==> src/rtl/h266_ref_pkg.sv <==
// Shared types and sizes for the affine MC reference-area RAM path.
// One area = REF_NUM_LINES lines of 16 x 8-bit pixels; two areas ping-pong.
package h266_ref_pkg;

   localparam int REF_LINE_W    = 128;
   localparam int REF_NUM_LINES = 384;
   localparam int REF_LADDR_W   = 9;

   typedef logic [REF_LINE_W-1:0] ref_line_t;

   typedef enum logic [1:0] {
      IDLE      = 2'd0,
      FILL      = 2'd1,
      WAIT_SWAP = 2'd2
   } ref_ld_state_t;

endpackage

==> src/rtl/ref_ram_loader.sv <==
// Write-side feeder of the two-bank reference RAM: fills one bank from the line
// stream, then swaps banks with the reader once it has released the other one.
module ref_ram_loader
   import h266_ref_pkg::*;
#(
   parameter int LINE_W    = REF_LINE_W,
   parameter int NUM_LINES = REF_NUM_LINES,
   parameter int LADDR_W   = REF_LADDR_W
) (
   input  logic               clk,
   input  logic               rst,
   input  logic               start,
   input  logic               s_valid,
   output logic               s_ready,
   input  logic [LINE_W-1:0]  s_data,
   input  logic               s_last,
   output logic               ram_we,
   output logic               ram_bank,
   output logic [LADDR_W-1:0] ram_waddr,
   output logic [LINE_W-1:0]  ram_wdata,
   output logic               rd_bank,
   output logic               rd_valid,
   output logic               load_ref_ram,
   input  logic               rd_release,
   output logic               busy,
   output logic               err_len
);

   ref_ld_state_t      state_q;
   logic [LADDR_W-1:0] cnt_q;
   logic               fill_bank_q;
   logic               rd_bank_q;
   logic               rd_valid_q;
   logic               rd_free_q;
   logic               s_ready_q;
   logic               err_q;

   logic beat;
   logic at_end;
   logic swap;

   assign beat   = s_valid & s_ready_q;
   assign at_end = (cnt_q == LADDR_W'(NUM_LINES - 1));
   // Swap decision looks only at the registered release flag.
   assign swap   = (state_q == WAIT_SWAP) & rd_free_q;

   always_ff @(posedge clk) begin
      if (rst) begin
         state_q     <= IDLE;
         cnt_q       <= '0;
         fill_bank_q <= 1'b0;
         rd_bank_q   <= 1'b1;
         rd_valid_q  <= 1'b0;
         rd_free_q   <= 1'b1;
         s_ready_q   <= 1'b0;
         err_q       <= 1'b0;
      end else begin
         err_q <= 1'b0;
         if (rd_release && rd_valid_q) begin
            rd_free_q <= 1'b1;
         end
         case (state_q)
            IDLE: begin
               if (start) begin
                  state_q   <= FILL;
                  s_ready_q <= 1'b1;
                  cnt_q     <= '0;
               end
            end
            FILL: begin
               if (beat) begin
                  cnt_q <= cnt_q + LADDR_W'(1);
                  if (s_last && at_end) begin
                     state_q   <= WAIT_SWAP;
                     s_ready_q <= 1'b0;
                  end else if (s_last || at_end) begin
                     // Misplaced or missing s_last: the area is abandoned, no swap.
                     state_q   <= IDLE;
                     s_ready_q <= 1'b0;
                     err_q     <= 1'b1;
                  end
               end
            end
            WAIT_SWAP: begin
               if (swap) begin
                  rd_bank_q   <= fill_bank_q;
                  fill_bank_q <= ~fill_bank_q;
                  rd_valid_q  <= 1'b1;
                  rd_free_q   <= 1'b0;
                  state_q     <= IDLE;
               end
            end
            default: begin
               state_q   <= IDLE;
               s_ready_q <= 1'b0;
            end
         endcase
      end
   end

   assign s_ready      = s_ready_q;
   assign ram_we       = beat;
   assign ram_bank     = fill_bank_q;
   assign ram_waddr    = cnt_q;
   assign ram_wdata    = s_data;
   assign rd_bank      = rd_bank_q;
   assign rd_valid     = rd_valid_q;
   assign load_ref_ram = swap;
   assign busy         = (state_q != IDLE);
   assign err_len      = err_q;

endmodule

==> config.mk <==
export PLATFORM = sky130hd
export DESIGN_NAME = ref_ram_loader
export DESIGN_NICKNAME = d
export VERILOG_FILES = /design/src/rtl/h266_ref_pkg.sv /design/src/rtl/ref_ram_loader.sv
export SDC_FILE = /design/constraint.sdc
export NUM_CORES = 1
export LEC_CHECK = 0
export CAP_MARGIN = 10
export CORE_AREA = 5 5 104 106
export DETAILED_ROUTE_END_ITERATION = 16
export DIE_AREA = 0 0 109 111
export DONT_BUFFER_PORTS = 1
export PLACE_DENSITY = 0.3
export SLEW_MARGIN = 30
export SYNTH_ARGS = -nofsm -noshare
export SYNTH_HDL_FRONTEND = slang
export SYNTH_SLANG_ARGS = --single-unit
==> constraint.sdc <==
create_clock -name clk -period 4.15 [get_ports clk]
set_input_delay 0.83 -clock clk [delete_from_list [all_inputs] [get_ports clk]]
set_output_delay 0.83 -clock clk [all_outputs]
set_load 0.02 [all_outputs]
=== Word-level counts from Yosys, hierarchy flattened ===
Index checks and enable logic that the tools add are counted.

* Mux-type cells: 18
* Add/sub/neg operators: 1
* Bitwise gates (word level): 6
* Eq/ne operators: 7
* Reductions and logical operators: 11

{| class="wikitable"
|+ Operators by type and width
! operator !! count
|-
| $mux W9 || 2
|-
| $pmux W9 S2 || 1
|-
| $mux W2 || 5
|-
| $add A9 B1 Y9 const B || 1
|-
| $eq A9 B9 Y1 const B || 1
|-
| $mux W1 || 8
|-
| $reduce_and A4 Y1 || 2
|-
| $ne A2 B2 Y1 const B || 3
|-
| $pmux W2 S3 || 1
|-
| $not A1 Y1 || 4
|-
| $reduce_bool A2 Y1 || 2
|-
| $reduce_or A4 Y1 || 1
|-
| $ne A3 B3 Y1 const B || 1
|-
| $pmux W1 S3 || 1
|-
| $reduce_and A3 Y1 || 1
|-
| $and A1 B1 Y1 || 2
|-
| $eq A2 B1 Y1 const B || 1
|-
| $eq A2 B2 Y1 const B || 1
|-
| $logic_and A1 B1 Y1 || 2
|-
| $logic_not A2 Y1 || 1
|-
| $reduce_and A2 Y1 || 1
|-
| $logic_or A1 B1 Y1 || 1
|}

* Output and inout port bits: 145
* Flip-flop bits (word level): 17
* Word-level logic and storage cells: 51
* Input port bits: 134

=== Longest topological paths before layout ===
Gate-level depths: netlist of the first run.

* Depth in word-level cells: 6
* Gate-level depth with buffers: 6
* Mapped depth without buffers: 5

=== Least setup slack after synthesis of the first run ===
No wires, ideal clock.

* Path type: input-to-output
* Start: in s_valid
* End: out ram_we
* Data required time: 3.320 ns
* Arrival time: 1.072 ns
* Slack: 2.248 ns
* Path buffers: 0
* Stages on the path: 1
* Path through: and2_1

* Longest elaborated chain between the ends: 1

{| class="wikitable"
|+ RTL lines
! element !! line !! source
|-
| from (decl) || ref_ram_loader.sv:13 || <nowiki>input logic s_valid,</nowiki>
|-
| $and A1 B1 Y1 || ref_ram_loader.sv:42 || <nowiki>assign beat = s_valid & s_ready_q;</nowiki>
|-
| to (decl) || ref_ram_loader.sv:17 || <nowiki>output logic ram_we,</nowiki>
|}

Every way passes these cells.

=== Final worst setup path of the first run ===
* Start: reg state_q[1]
* End: out load_ref_ram

* Longest elaborated chain between the ends: 2

{| class="wikitable"
|+ RTL lines
! element !! line !! source
|-
| from (decl) || ref_ram_loader.sv:29 || <nowiki>ref_ld_state_t state_q;</nowiki>
|-
| from (signal assigned) || ref_ram_loader.sv:49 || <nowiki>state_q <= IDLE;</nowiki>
|-
| from (signal assigned) || ref_ram_loader.sv:65 || <nowiki>state_q <= FILL;</nowiki>
|-
| from (signal assigned) || ref_ram_loader.sv:74 || <nowiki>state_q <= WAIT_SWAP;</nowiki>
|-
| $eq A2 B2 Y1 || ref_ram_loader.sv:45 || <nowiki>assign swap = (state_q == WAIT_SWAP) & rd_free_q;</nowiki>
|-
| $and A1 B1 Y1 || ref_ram_loader.sv:45 ||
|-
| to (decl) || ref_ram_loader.sv:23 || <nowiki>output logic load_ref_ram,</nowiki>
|}

Every way passes these cells.

==> results of run 1 <==
## through the flow
step	area, µm²	total power, W	hold slack (ns)	worst slack, ns
floorplan	1770	0.000373	0.473	2.25
global placement	945	0.000196	0.562	2.23
detailed placement	945	0.000195	0.563	2.22
CTS	991	0.000333	0.581	2.09
global route	991	0.000342	0.614	2.03
finish	991	0.000322	0.589	2.11
## state kept, by name (all words and copies together), names as in the netlist
name,flops
rd_free_q,1
s_ready,1
state_q,2
ram_waddr,9
rd_valid,1
rd_bank,1
err_len,1
ram_bank,1
## logic make-up after synthesis
kind of cell | count (synthesis) | synth area share
AOI/OAI and AO/OA | 19 | 0.0758
DFF | 17 | 0.193
and+or+nand+nor | 39 | 0.135
buffers and inverters | 132 | 0.559
xor gates and xnor gates | 6 | 0.0297
adders and majority gates | 1 | 0.00708
## final cells by class
class / count / area, µm² / share of cell area
Clock inverter: 1 / 5.00 / 0.00505
Multi-Input combinational cell: 65 / 438 / 0.442
Clock buffer: 3 / 41.3 / 0.0417
Sequential cell: 17 / 340 / 0.343
Tap cell: 133 / 166 / 0.168
## cells in the mapped netlist, drive strengths merged
cell type	instances
a211oi	1
a211o	2
or3b	1
nor3	1
ha	1
xnor2	2
clkbuf	2
nand2	4
and2	1
a21oi	6
o211ai	1
or4b	1
dfxtp	17
and3b	1
nand3	1
or2	2
nor2b	2
o21ai	3
xor2	4
and4b	1
nand2b	1
and4	1
o2111ai	2
a311oi	2
o21bai	1
nand4	3
nor3b	2
buf	130
nor2	14
nand4b	1
a22oi	1
or3	2
## power breakdown
part	switching, W	internal, W	leakage, nW
logic	0.0000114	0.00000849	0.139
registers	0.00000594	0.000165	0.138
clock network	0.0000639	0.0000667	0.0255
## final timing paths
check | cells past startpoint | slack [ns] | endpoint
max | 1 | 2.11 | load_ref_ram
min | 2 | 0.59 | rd_free_q
max reg2reg | 5 | 2.46 | err_len
min reg2reg | 2 | 0.59 | rd_free_q
## metal layers
metal	wire, µm	vias up	GRT usage	part of all wire
li1	-	310	-	-
met1	1140	326	0.0492	0.30
met2	1760	61	0.0897	0.47
met3	604	38	0.0431	0.16
met4	259	0	0.0547	0.069
met5	0	-	0	0
==> results.md, run 1 <==
- Placed Instances: 215
- Layout Area Growth over Synthesis: -43.9%
- Final Core Density: 0.102
- Mean Syn Cell Area: 8.26 µm²
- Via density: 3.36
- Slowest CP cell: dfxtp_1
- Setup TNS: 0 ns
- Core area: 9680 µm²
- Via count: 735
- Fin nets: 222
- Clock slew at reported path FFs: 0.08 ns
- Layout cell share with drive strength beyond 1: 0.151
- Critical path peak fanout: 10
- Worst setup path startpoint: state_q[1]
- Final critical-path share of the clock period: 0.491
- Min Tclk post-route: 2.04 ns
- Number of routed nets with antenna violations: 0
- Final WL: 3.76 mm
- PwrDens: 324 nW/µm²
- Grt total ovfl: 0
- Placement Rows: 36
- Worst vdd ir: 0.0978 mV
- Buf/Inv on CP: 0
- CP startpoint kind: register
- Worst Path Required: 3.32 ns
- GRT Total Usage: 0.0592
- Number of global-route vias before repair: 715
- Final non-filler cell total: 219
- Status: finished clean
- First-pass GRT wire length: 5.17 mm
- Setup Buffers After CTS: 0
- Slew HR: 0.727
- Yosys top cell area share: 0.548
- Endpoints failing hold: 0
- Largest area contributor in the netlist: buf_4
- Ports: 279
- Wire per inst: 17.2 µm
- #FFs+latches synth: 17
- Clock Root Buffer: clkbuf_8
- Max-slew violations: 0
- Sequential area share after synthesis: 0.193
- Gate Count Post-Synth: 214
- DRC Markers: 0
- DIE WIDTH: 109 µm
- Reg2reg start: ram_waddr[0]
- Synth Cell Area: 1770 µm²
- Clock skew: 0.00909 ns
- CP endpoint kind: output pin
- Clock latency on the worst-skew pair: 0.26 ns
- Ranking of synthesized cells by area: buf_4 (55%), dfxtp_1 (19%), nor2_1 (2.8%), xor2_1 (2.0%), a21oi_1 (1.7%)
- Post-CTS Hold Fix Bufs: 0
- Unique masters post-synth: 37
- # H-tree levels: 1
- Die ar.: 12100 µm²
- Lkg Pwr: 0.302 nW
- Sink Count: 17
- Largest net degree at the start of global routing: 13
- Delay-heaviest family, CP: flip-flops
- Post-DP HPWL: 3.09 mm
- Crit path cell chain: and3b_2
- Hold Crit Class: reg -> reg
- Kind of critical path: reg -> out
- Starting density of the core: 0.182
- RSZ-0062 raised after global routing: false
- Antenna diodes: 0
- PortBufs: 0
- PostCTS Resize Cnt: 0
- GPL Wtd Cong: 0.628
- Initial DRC Count: 28
- Clock Path Buffers: 2
- Commonest non-fill, non-tap cell in the layout: dfxtp_1
- CTS Buf Count: 3
- Mapped Nets: 349
- Synthesis warning total: 0
- Final setup violating endpoints: 0
- Fmax: 0.491 GHz
- Initial antenna violation count: 0
- Max incr delay on CP: 0.53 ns
- Max cap viols: 0
- Worst Min Path Start: rd_free_q
- Chip Height: 111 µm
- Actual slew at the worst max-slew pin: 0.409 ns
- Arr. time, crit path: 1.21 ns
- CTS tree: done
- Drt first pass iters: 4
- Commonest non-fill, non-tap cells in the layout: dfxtp_1 (17), nor2_1 (13), a21oi_1 (6)
- Fill count: 1118
No activity file was read; power rests on OpenSTA's default activity.
==> run 2: changes to the inputs <==
clock period = 1.72 ns   (was 4.15 ns; I/O delays follow)
==> run 2 against run 1 <==
  * Register-to-register slack worse by 2.3 ns
  * Global-route usage is 0.24 points higher
  * Largest cell class unchanged
  * Worst hold slack worse by 0.44 ns
  * Critical path depth stayed put
  * Wire length is 0.35% higher
  * Design area is 8.3% higher
  * Critical path type unchanged
  * Clock-buffer cell count stayed put
==> results.md, run 2 (same netlist as run 1, synthesis figures left out) <==
- Status: finished clean
- # H-tree levels: 1 (unchanged)
- Storage cell area: 340 µm² (unchanged)
- First-pass GRT wire length: 5.43 mm (+5.1%)
- Clock latency on the worst-skew pair: 0.26 ns (about the same)
- Drt first pass iters: 2 (-2)
- Starting density of the core: 0.182 (unchanged)
- Number of global-route vias before repair: 803 (+12%)
- Chip Height: 111 µm (unchanged)
- Setup Buffers After CTS: 0 (unchanged)
- Finished Cell Area: 1070 µm² (+8.3%)
- Lkg Pwr: 0.360 nW (+19%)
- Placed cell area: 1030 µm² (+8.7%)
- Max incr delay on CP: 0.51 ns (-0.02 ns)
- Buf/Inv on CP: 0 (unchanged)
- Actual slew at the worst max-slew pin: 0.329 ns (-0.0802 ns)
- Post-DP HPWL: 3.12 mm (+0.87%)
- PortBufs: 0 (unchanged)
- DRC Markers: 0 (unchanged)
- Number of routed nets with antenna violations: 0 (unchanged)
- Kind of critical path: reg -> out
- CP startpoint kind: register
- Die ar.: 12100 µm² (unchanged)
- Clock Root Buffer: clkbuf_8
- Antenna diodes: 0 (unchanged)
- Worst vdd ir: 0.220 mV (+130%)
- Endpoints failing hold: 0 (unchanged)
- Clock Path Buffers: 2 (unchanged)
- Final WL: 3.78 mm (+0.35%)
- Commonest non-fill, non-tap cells in the layout: dfxtp_1 (17), nor2_1 (13), buf_4 (11)
- Arr. time, crit path: 1.19 ns (-0.02 ns)
- PwrDens: 735 nW/µm² (+130%)
- Largest register FFs: 9 (unchanged)
- Place WS: 0.230 ns (-1.99 ns)
- Pwr Total: 0.000790 W (+150%)
- Commonest non-fill, non-tap cell in the layout: dfxtp_1
- Post-route setup slack: 0.188 ns (-1.93 ns)
- CP endpoint kind: output pin
- Initial DRC Count: 26 (-7.1%)
- Worst Path Required: 1.38 ns (-1.94 ns)
- Clock slew at reported path FFs: 0.08 ns (about the same)
- Delay-heaviest family, CP: flip-flops
- Wire per inst: 16.4 µm (-4.5%)
- Ports: 279 (unchanged)
- Final non-filler cell total: 230 (+5.0%)
- GRT Total Usage: 0.0616 (+0.00243)
- DIE WIDTH: 109 µm (unchanged)
- Via count: 759 (+3.3%)
- Largest net degree at the start of global routing: 13 (unchanged)
- Placement Rows: 36 (unchanged)
- Clock skew: 0.00317 ns (-0.00592 ns)
- Slew HR: 0.780 (+0.0536)
- Layout Area Growth over Synthesis: -39.2%
- Grt total ovfl: 0 (unchanged)
- Max cap viols: 0 (unchanged)
- CTS tree: done
- Fill count: 1123 (+0.45%)
- PostCTS Resize Cnt: 0 (unchanged)
- Initial antenna violation count: 0 (unchanged)
- GPL Wtd Cong: 0.670 (+6.6%)
- CTS Buf Count: 3 (unchanged)
- Final setup violating endpoints: 0 (unchanged)
- Sink Count: 17 (unchanged)
- Area of the multi-input gates: 438 µm² (unchanged)
- Final critical-path share of the clock period: 0.891
- Placed Instances: 226 (+5.1%)
- Via density: 3.30 (-1.7%)
- Max-slew violations: 0 (unchanged)
- Core area: 9680 µm² (unchanged)
- Layout cell share with drive strength beyond 1: 0.247 (+0.0963)
- Min Tclk post-route: 1.53 ns
- Post-CTS Hold Fix Bufs: 0 (unchanged)
- Critical path peak fanout: 10 (unchanged)
- Setup TNS: 0 ns (unchanged)
- Fin nets: 233 (+5.0%)
- Crit path cell chain: and3b_2
- Fmax: 0.653 GHz
- RSZ-0062 raised after global routing: false
- Slowest CP cell: dfxtp_1
- Hold Crit Class: in -> reg
-- run 2: metrics by stage --
| step | hold slack (ns) | util |
|---|---|---|
| floorplan | 0.473 | - |
| global placement | 0.422 | 0.106 |
| detailed placement | 0.421 | 0.106 |
| CTS | 0.137 | 0.111 |
| global route | 0.130 | 0.111 |
| finish | 0.148 | 0.111 |
-- run 2: report_power, final --
group	switching [W]	total [W]	internal [W]	leakage, nW
logic	0.0000346	0.0000616	0.0000270	0.197
clock network	0.000161	0.000322	0.000161	0.0255
registers	0.00000733	0.000406	0.000398	0.138
total	0.000203	0.000790	0.000586	0.360
-- run 2: path summary, 6_finish.rpt --
| check | startpoint | slack, ns | to | cells past startpoint |
|---|---|---|---|---|
| setup / recovery | state_q[1] | 0.19 | load_ref_ram | 1 |
| hold / removal | rst | 0.15 | ram_waddr[1] | 1 |
| setup reg to reg | state_q[0] | 0.21 | ram_waddr[7] | 4 |
| hold reg to reg | s_ready | 0.54 | s_ready | 2 |
-- run 2: layout make-up --
type	instances	area share
multi-input combinational	65	0.408
sequential	17	0.317
tap	133	0.155
timing repair buffer	11	0.0769
clock buffer	3	0.0385
clock inverter	1	0.00466
-- run 2: metal layers --
layer / track usage / wire, µm
met3: 0.0431 / 595
met1: 0.0529 / 1150
met5: 0 / 0
met2: 0.0950 / 1780
met4: 0.0522 / 254
